`config.mk`:
```
export PLATFORM = sky130hd
export DESIGN_NAME = inst_fetch_queue_flat
export DESIGN_NICKNAME = d
export VERILOG_FILES = /design/src/rtl/inst_fetch_queue_if.sv /design/src/rtl/inst_fetch_queue.sv /design/src/flat_wrapper.sv
export SDC_FILE = /design/constraint.sdc
export NUM_CORES = 1
export LEC_CHECK = 0
export ABC_AREA = 1
export CAP_MARGIN = 20
export CORE_MARGIN = 2
export CORE_UTILIZATION = 59
export DETAILED_ROUTE_END_ITERATION = 16
export GPL_ROUTABILITY_DRIVEN = 1
export MAX_ROUTING_LAYER = met4
export PLACE_DENSITY = 0.8
export SLEW_MARGIN = 15
export SYNTH_ARGS = -nofsm -noshare
export SYNTH_HDL_FRONTEND = slang
export SYNTH_SLANG_ARGS = --single-unit
export TNS_END_PERCENT = 50
```
`constraint.sdc`:
```
create_clock -name clock -period 7.1 [get_ports clock]
set_input_delay 0.71 -clock clock [delete_from_list [all_inputs] [get_ports clock]]
set_output_delay 0.71 -clock clock [all_outputs]
set_load 0.01 [all_outputs]
```
`src/rtl/inst_fetch_queue_if.sv`:
```
// Fetch-queue bundle: redirect/halt control, imem request/response and decoder-facing head.
// master = the fetch queue, slave = its environment (memory + decoder).
interface inst_fetch_queue_if #(
  parameter int unsigned XLEN  = 32,
  parameter int unsigned DEPTH = 8
);
  localparam int unsigned CNT_W = $clog2(DEPTH) + 1;

  logic             redirect_valid;
  logic [XLEN-1:0]  redirect_pc;
  logic             halt_in;
  logic             imem_req_valid;
  logic [XLEN-1:0]  imem_req_addr;
  logic             imem_req_ready;
  logic             imem_rsp_valid;
  logic [31:0]      imem_rsp_data;
  logic             out_valid;
  logic [31:0]      out_inst;
  logic [XLEN-1:0]  out_pc;
  logic             out_ready;
  logic [CNT_W-1:0] count;

  modport master (
    input  redirect_valid, redirect_pc, halt_in, imem_req_ready,
           imem_rsp_valid, imem_rsp_data, out_ready,
    output imem_req_valid, imem_req_addr, out_valid, out_inst, out_pc, count
  );

  modport slave (
    output redirect_valid, redirect_pc, halt_in, imem_req_ready,
           imem_rsp_valid, imem_rsp_data, out_ready,
    input  imem_req_valid, imem_req_addr, out_valid, out_inst, out_pc, count
  );
endinterface

```
`src/rtl/inst_fetch_queue.sv`:
```
// Sequential instruction fetcher with one outstanding imem request and a PC-tagged FIFO
// feeding the decoder; redirect/halt flush the queue and squash any in-flight response.
module inst_fetch_queue #(
  parameter int unsigned     XLEN     = 32,
  parameter int unsigned     DEPTH    = 8,
  parameter logic [XLEN-1:0] RESET_PC = '0
) (
  input  logic                   clock,
  input  logic                   reset_n,
  inst_fetch_queue_if.master     bus
);
  localparam int unsigned PTR_W = $clog2(DEPTH);
  localparam int unsigned CNT_W = PTR_W + 1;

  localparam logic [1:0] S_REQ     = 2'd0;
  localparam logic [1:0] S_WAIT    = 2'd1;
  localparam logic [1:0] S_DISCARD = 2'd2;

  logic [1:0]       state, state_d;
  logic [XLEN-1:0]  fetch_pc, fetch_pc_d;
  logic [XLEN-1:0]  req_pc, req_pc_d;
  logic             halted, halted_d;
  logic [PTR_W-1:0] head, head_d, tail, tail_d;
  logic [CNT_W-1:0] count_q, count_d;

  logic [31:0]      inst_mem [DEPTH];
  logic [XLEN-1:0]  pc_mem   [DEPTH];

  logic flush, req_valid, fire, push, pop, not_empty;

  // Next-state, fetch PC and FIFO pointer logic
  always_comb begin
    state_d    = state;
    fetch_pc_d = fetch_pc;
    req_pc_d   = req_pc;
    halted_d   = halted;
    head_d     = head;
    tail_d     = tail;
    count_d    = count_q;

    flush     = bus.redirect_valid || bus.halt_in;
    not_empty = (count_q != '0);
    req_valid = reset_n && (state == S_REQ) && !halted && !bus.redirect_valid
                && (count_q < CNT_W'(DEPTH));
    fire      = req_valid && bus.imem_req_ready;
    push      = (state == S_WAIT) && bus.imem_rsp_valid && !flush;
    pop       = not_empty && bus.out_ready && !flush;

    case (state)
      S_REQ: begin
        if (fire) begin
          req_pc_d = fetch_pc;
          // A request accepted in a halt cycle is already stale: squash its response.
          if (bus.halt_in) begin
            state_d = S_DISCARD;
          end else begin
            state_d    = S_WAIT;
            fetch_pc_d = fetch_pc + XLEN'(4);
          end
        end
      end
      S_WAIT: begin
        if (bus.imem_rsp_valid) state_d = S_REQ;
        else if (flush)         state_d = S_DISCARD;
      end
      S_DISCARD: begin
        if (bus.imem_rsp_valid) state_d = S_REQ;
      end
      default: state_d = S_REQ;
    endcase

    if (bus.redirect_valid) begin
      fetch_pc_d = bus.redirect_pc & ~XLEN'(3);
      halted_d   = 1'b0;
    end else if (bus.halt_in) begin
      halted_d = 1'b1;
    end

    if (flush) begin
      head_d  = '0;
      tail_d  = '0;
      count_d = '0;
    end else begin
      if (push) tail_d = tail + PTR_W'(1);
      if (pop)  head_d = head + PTR_W'(1);
      count_d = count_q + CNT_W'(push) - CNT_W'(pop);
    end
  end

  always_ff @(posedge clock or negedge reset_n) begin
    if (!reset_n) begin
      state    <= S_REQ;
      fetch_pc <= RESET_PC;
      req_pc   <= '0;
      halted   <= 1'b0;
      head     <= '0;
      tail     <= '0;
      count_q  <= '0;
    end else begin
      state    <= state_d;
      fetch_pc <= fetch_pc_d;
      req_pc   <= req_pc_d;
      halted   <= halted_d;
      head     <= head_d;
      tail     <= tail_d;
      count_q  <= count_d;
    end
  end

  // Entry storage needs no reset: reads are masked by count.
  always_ff @(posedge clock) begin
    if (push) begin
      inst_mem[tail] <= bus.imem_rsp_data;
      pc_mem[tail]   <= req_pc;
    end
  end

  assign bus.imem_req_valid = req_valid;
  assign bus.imem_req_addr  = reset_n ? fetch_pc : '0;
  assign bus.out_valid      = not_empty;
  assign bus.out_inst       = not_empty ? inst_mem[head] : '0;
  assign bus.out_pc         = not_empty ? pc_mem[head]   : '0;
  assign bus.count          = count_q;

  // Memory must only answer while a request is outstanding.
  rsp_in_window: assert property (@(posedge clock) disable iff (!reset_n)
    bus.imem_rsp_valid |-> (state == S_WAIT || state == S_DISCARD));
endmodule
```
`src/flat_wrapper.sv`:
```
// flat-port wrapper written by rule: the top's interface ports become plain ports
module inst_fetch_queue_flat 
#(
  parameter int unsigned     XLEN     = 32,
  parameter int unsigned     DEPTH    = 8,
  parameter logic [XLEN-1:0] RESET_PC = '0
)
  (clock, reset_n, bus_redirect_valid, bus_redirect_pc, bus_halt_in, bus_imem_req_ready, bus_imem_rsp_valid, bus_imem_rsp_data, bus_out_ready, bus_imem_req_valid, bus_imem_req_addr, bus_out_valid, bus_out_inst, bus_out_pc, bus_count);
  inst_fetch_queue_if #(.XLEN(XLEN), .DEPTH(DEPTH)) bus_i ();
  input  logic clock;
  input  logic reset_n;
  input wire logic [$bits(bus_i.redirect_valid)-1:0] bus_redirect_valid;
  input wire logic [$bits(bus_i.redirect_pc)-1:0] bus_redirect_pc;
  input wire logic [$bits(bus_i.halt_in)-1:0] bus_halt_in;
  input wire logic [$bits(bus_i.imem_req_ready)-1:0] bus_imem_req_ready;
  input wire logic [$bits(bus_i.imem_rsp_valid)-1:0] bus_imem_rsp_valid;
  input wire logic [$bits(bus_i.imem_rsp_data)-1:0] bus_imem_rsp_data;
  input wire logic [$bits(bus_i.out_ready)-1:0] bus_out_ready;
  output wire logic [$bits(bus_i.imem_req_valid)-1:0] bus_imem_req_valid;
  output wire logic [$bits(bus_i.imem_req_addr)-1:0] bus_imem_req_addr;
  output wire logic [$bits(bus_i.out_valid)-1:0] bus_out_valid;
  output wire logic [$bits(bus_i.out_inst)-1:0] bus_out_inst;
  output wire logic [$bits(bus_i.out_pc)-1:0] bus_out_pc;
  output wire logic [$bits(bus_i.count)-1:0] bus_count;
  assign bus_i.redirect_valid = bus_redirect_valid;
  assign bus_i.redirect_pc = bus_redirect_pc;
  assign bus_i.halt_in = bus_halt_in;
  assign bus_i.imem_req_ready = bus_imem_req_ready;
  assign bus_i.imem_rsp_valid = bus_imem_rsp_valid;
  assign bus_i.imem_rsp_data = bus_imem_rsp_data;
  assign bus_i.out_ready = bus_out_ready;
  assign bus_imem_req_valid = bus_i.imem_req_valid;
  assign bus_imem_req_addr = bus_i.imem_req_addr;
  assign bus_out_valid = bus_i.out_valid;
  assign bus_out_inst = bus_i.out_inst;
  assign bus_out_pc = bus_i.out_pc;
  assign bus_count = bus_i.count;
  inst_fetch_queue #(.XLEN(XLEN), .DEPTH(DEPTH), .RESET_PC(RESET_PC)) u_core (.clock(clock), .reset_n(reset_n), .bus(bus_i));
endmodule
```
### Word-level counts from Yosys, hierarchy flattened

Memories as Yosys holds them, arrays and structs flattened.
Cells that the tools add are included.

| cells by class | value |
|---|---|
| add/subtract/negate cells | 5 |
| order comparisons | 1 |
| eq/ne operators | 6 |
| multiplexer cells | 22 |
| reductions and logical operators | 23 |

Operators with widths:

| operator | count |
|---|---|
| two-way mux 32 bit | 7 |
| adder 32 x 3 -> 32 bit (second input constant) | 1 |
| two-way mux 3 bit | 4 |
| two-way mux 2 bit | 5 |
| nonzero test 2 bit | 5 |
| logical AND 1 bit | 9 |
| adder 3 x 1 -> 3 bit (second input constant) | 2 |
| one-hot mux 2 bit (3 select lines) | 1 |
| AND reduction 3 bit | 2 |
| adder 4 x 1 -> 4 bit | 1 |
| < comparator 4 bit (second input constant) | 1 |
| two-way mux 1 bit | 4 |
| two-way mux 4 bit | 1 |
| inequality test 2 bit (second input constant) | 2 |
| nonzero test 4 bit | 1 |
| subtractor 4 x 1 -> 4 bit | 1 |
| logical NOT 1 bit | 3 |
| inequality test 3 x 2 -> 1 bit (second input constant) | 1 |
| == test 2 x 1 -> 1 bit (second input constant) | 1 |
| == test 2 bit (second input constant) | 1 |
| logical NOT 2 bit | 1 |
| inequality test 2 x 1 -> 1 bit (second input constant) | 1 |
| AND reduction 2 bit | 1 |
| logical OR 1 bit | 1 |

| storage, ports and cells | value |
|---|---|
| bits in registers | 77 |
| memory bits (writable) | 512 |
| input bits | 71 |
| output and inout port bits | 102 |
| logic and storage cells | 66 |
| memories | 2 |

Memory list:

| memory | depth | width | read ports | clocked after Yosys merged registers in | wr ports | RTL line | source |
|---|---|---|---|---|---|---|---|
| u_core.inst_mem | 8 | 32 | 1 | 0 | 1 | inst_fetch_queue.sv:26 | `logic [31:0] inst_mem [DEPTH];` |
| u_core.pc_mem | 8 | 32 | 1 | 0 | 1 | inst_fetch_queue.sv:27 | `logic [XLEN-1:0] pc_mem [DEPTH];` |

### Longest topological paths before layout

| depth | value |
|---|---|
| depth in word-level cells | 9 |
| depth in mapped cells | 13 |
| gate-level depth less buffers | 12 |

### Worst setup path before layout

OpenSTA, ideal clock, no wires.

| timing path | value |
|---|---|
| path kind | input-to-reg |
| start | in bus_redirect_valid |
| end | mem u_core.inst_mem[2][0], enable pin |
| library setup time | 0.559 ns |
| arrival time | 5.657 ns |
| data required time | 6.541 ns |
| path slack | 0.884 ns |
| stages | 6 |
| buffers on the path | 1 |
| path through | buf_2 nor2_4 inv_1 nor2_1 nand2_1 nor3_1 |

| between the ends | value |
|---|---|
| cells in the longest elaborated chain, start to end | 5 |

RTL lines:

| element | RTL line | source |
|---|---|---|
| start: declaration | flat_wrapper.sv:12 | `input wire logic [$bits(bus_i.redirect_valid)-1:0] bus_redirect_valid;` |
| logical OR 1 bit | inst_fetch_queue.sv:41 | `flush = bus.redirect_valid \|\| bus.halt_in;` |
| logical NOT 1 bit | inst_fetch_queue.sv:46 | `push = (state == S_WAIT) && bus.imem_rsp_valid && !flush;` |
| logical AND 1 bit | inst_fetch_queue.sv:46 |  |
| two-way mux 1 bit | inst_fetch_queue.sv:112 | `if (push) begin` |
| two-way mux 1 bit (not written as such) | inst_fetch_queue.sv:113 | `inst_mem[tail] <= bus.imem_rsp_data;` |
| end: declaration | inst_fetch_queue.sv:26 |  |

No other way between the ends.

### Final worst setup path

| timing path | value |
|---|---|
| start | reg u_core.head[0] |
| end | out bus_out_pc[31] |

| between the ends | value |
|---|---|
| cells in the longest elaborated chain, start to end | 2 |

RTL lines:

| element | RTL line | source |
|---|---|---|
| start: declaration | inst_fetch_queue.sv:23 | `logic [PTR_W-1:0] head, head_d, tail, tail_d;` |
| start signal: assignment | inst_fetch_queue.sv:96 | `head <= '0;` |
| start signal: assignment | inst_fetch_queue.sv:104 | `head <= head_d;` |
| memory (8 x 32 bit) | -- |  |
| two-way mux 32 bit | inst_fetch_queue.sv:122 | `assign bus.out_pc = not_empty ? pc_mem[head] : '0;` |
| end: declaration | flat_wrapper.sv:23 | `output wire logic [$bits(bus_i.out_pc)-1:0] bus_out_pc;` |

No other way between the ends.

==> out/results.tsv <==
metric	value	unit
Die Area	41900	sq um
DR vias	15800	
Routed wire per std cell	19.7	um
PD cells	263	nW/um^2
Starting Density	0.598	
via density per instance	5.79	
VDD IR max	0.000156	V
fin. max-slew vios	0	
Setup crit start kind	flip-flop	
Worst Setup End Kind	output port	
Max transition margin	0.249	
Initial DRT Pass Iterations	7	
Clock Sinks	569	
clk_skew	0.0112	ns
Worst-path clk slew	0.06	ns
total power draw	7200	uW
asr flop ratio synth	0.128	
final hold viol count	0	
number of port buffers	166	
Syn Area/Cell	11.7	sq um
clk buf depth	3	
final WL	53.7	mm
Vert. Die Dim	205	um
Post-synth EDFFs	496	
Filler cells	2722	
RSZ-0062 raised after global routing	false	
post-layout util	0.690	
CP required	6.39	ns
synth warn	0	
post-synthesis sequential area ratio	0.704	
cell taking the most area after synthesis	edfxtp_1	
initial antenna violation count	0	
setup repair bufs after CTS	0	
status	completed	
top cell type's share of synthesized area	0.627	
share of cells above drive strength 1	0.0609	
Core ar.	39700	sq um
Seq cells post-synth	569	
most frequent cells in the layout	496 x edfxtp_1, 430 x nor2_1, 238 x o21ai_0, 214 x nand2_1, 165 x clkdlybuf4s50_1	
grt ovf	0	
worst-margin pin slew	1.13	ns
register area	16700	sq um
most used flip-flop cell after synthesis	edfxtp_1	
vias in the first global route	15500	
dominant cells by area after synthesis	edfxtp_1 63%, dfrtp_1 7.7%, nor2_1 6.8%	
CP max FO	81	
final net count	2238	
achievable frequency	200	MHz
Unique masters post-synth	38	
MaxCap Viol Count	0	
total CTS buffers	55	
final setup margin	2.10	ns
period utilization	0.704	
Arr. time, crit path	4.29	ns
Remaining DRCs	0	
Post-DRT Antenna Nets	0	
Worst Hold Class	in -> async	
Iter 0 DRT Violations	1377	
Resize count post-CTS	0	
critical path type	reg -> out	
final setup vio count	0	
Synth Cell Area	23800	sq um
setup TNS	0	ns
commonest non-fill, non-tap cell in the layout	edfxtp_1	
H-tree levels	2	
Multi-input gate area	6110	sq um
Post-Place Cells	2626	
# IOs	173	
area added between synthesis and finish	15.3	%
Pleak	0.00955	uW
Total GRT Usage	0.265	
worst slack, placed	2.76	ns
RD Place Congestion	0.967	
largest net degree at the start of global routing	85	
Final Instance Count excl. Fillers	2727	
row count	73	
Clock Latency Late Sink	0.59	ns
min Tclk post-route	5.00	ns
Gate Count Post-Synth	2027	
CTS tree	done	
Die Wd	205	um
hold_buf cts	0	
first-pass GRT wire length	82.4	mm
Detailed Place HPWL	29.3	mm
Root Driver	clkbuf_16	
## synthesized netlist by cell type (4+ instances only)
master / number
o22ai_1: 63
o21ai_0: 238
nor3_1: 8
o211ai_1: 8
nand2_1: 214
o21ai_1: 117
nand3_1: 56
buf_6: 15
buf_1: 8
a21oi_1: 5
ha_1: 8
xor2_1: 5
nor2_2: 9
buf_2: 29
dfrtp_1: 73
edfxtp_1: 496
mux2_1: 4
clkbuf_1: 53
inv_1: 85
or2_2: 4
nor2_1: 432
buf_4: 13
nand4_1: 4
mux2i_1: 62
## power breakdown
| group | switching (uW) | internal [uW] |
|---|---|---|
| combinational | 170 | 132 |
| sequential | 225 | 3910 |
| clock | 1190 | 1580 |
| total | 1580 | 5620 |
## logic make-up after synthesis
family | Yosys count | synth area share
other cells | 1 | 0.000158
flops | 569 | 0.704
compound gates | 432 | 0.0953
mux | 66 | 0.0280
fa+ha+maj | 9 | 0.00505
buf+inv | 208 | 0.0419
xor+xnor | 7 | 0.00258
simple gates | 735 | 0.123
## critical path: stages, from the launching register on
cell	delay [ns]
dfrtp_4	0.79
buf_4	0.61
buf_4	0.82
nor2_1	0.12
nor2_1	0.12
o21ai_0	0.09
o21ai_0	0.09
o21ai_0	0.10
nor2_1	0.30
clkdlybuf4s50_1	0.60
## final cells by class
type / instances / share of cell area
tap: 525 / 0.0240
inverter: 89 / 0.0123
multi-input combinational: 1253 / 0.223
clock inverter: 27 / 0.00680
sequential: 569 / 0.610
timing repair buffer: 190 / 0.0678
clock buffer: 73 / 0.0557
antenna: 1 / 0.0000913
## flip-flops by register name, indices dropped and copies added (netlist names)
signal and cells:
u_core.bus.count 4, u_core.fetch_pc 30, u_core.tail 3, u_core.head 3
u_core.pc_mem 240, u_core.state 2, u_core.inst_mem 256, u_core.req_pc 30
u_core.halted 1
## worst paths after layout
path | start | to | slack [ns] | cells past startpoint
setup reg to reg | u_core.state[1] | u_core.inst_mem[6][9] | 4.03 | 8
min in group clock | u_core.state[0] | u_core.state[1] | 0.48 | 1
max in group asynchronous | reset_n | u_core.head[1] | 5.78 | 2
hold / removal | reset_n | u_core.fetch_pc[21] | 0.06 | 1
hold reg to reg | u_core.state[0] | u_core.state[1] | 0.48 | 1
setup / recovery | u_core.head[0] | bus_out_pc[31] | 2.10 | 9
## through the flow
stage	cell area [sq um]	hold slack [ns]
2_1_floorplan	23800	0.414
3_3_place_gp	25700	0.450
3_5_place_dp	25700	0.475
4_1_cts	27400	0.0440
5_1_grt	27400	0.0609
6_report	27400	0.0570
## layer usage
metal,up-vias,share of wire,GRT usage
met1,7634,0.41,0.346
met5,-,0,-
met2,655,0.49,0.428
met4,0,0.028,0.0908
li1,7386,-,-
met3,107,0.076,0.0404
Note: power is estimated with default switching activity, not from simulation.
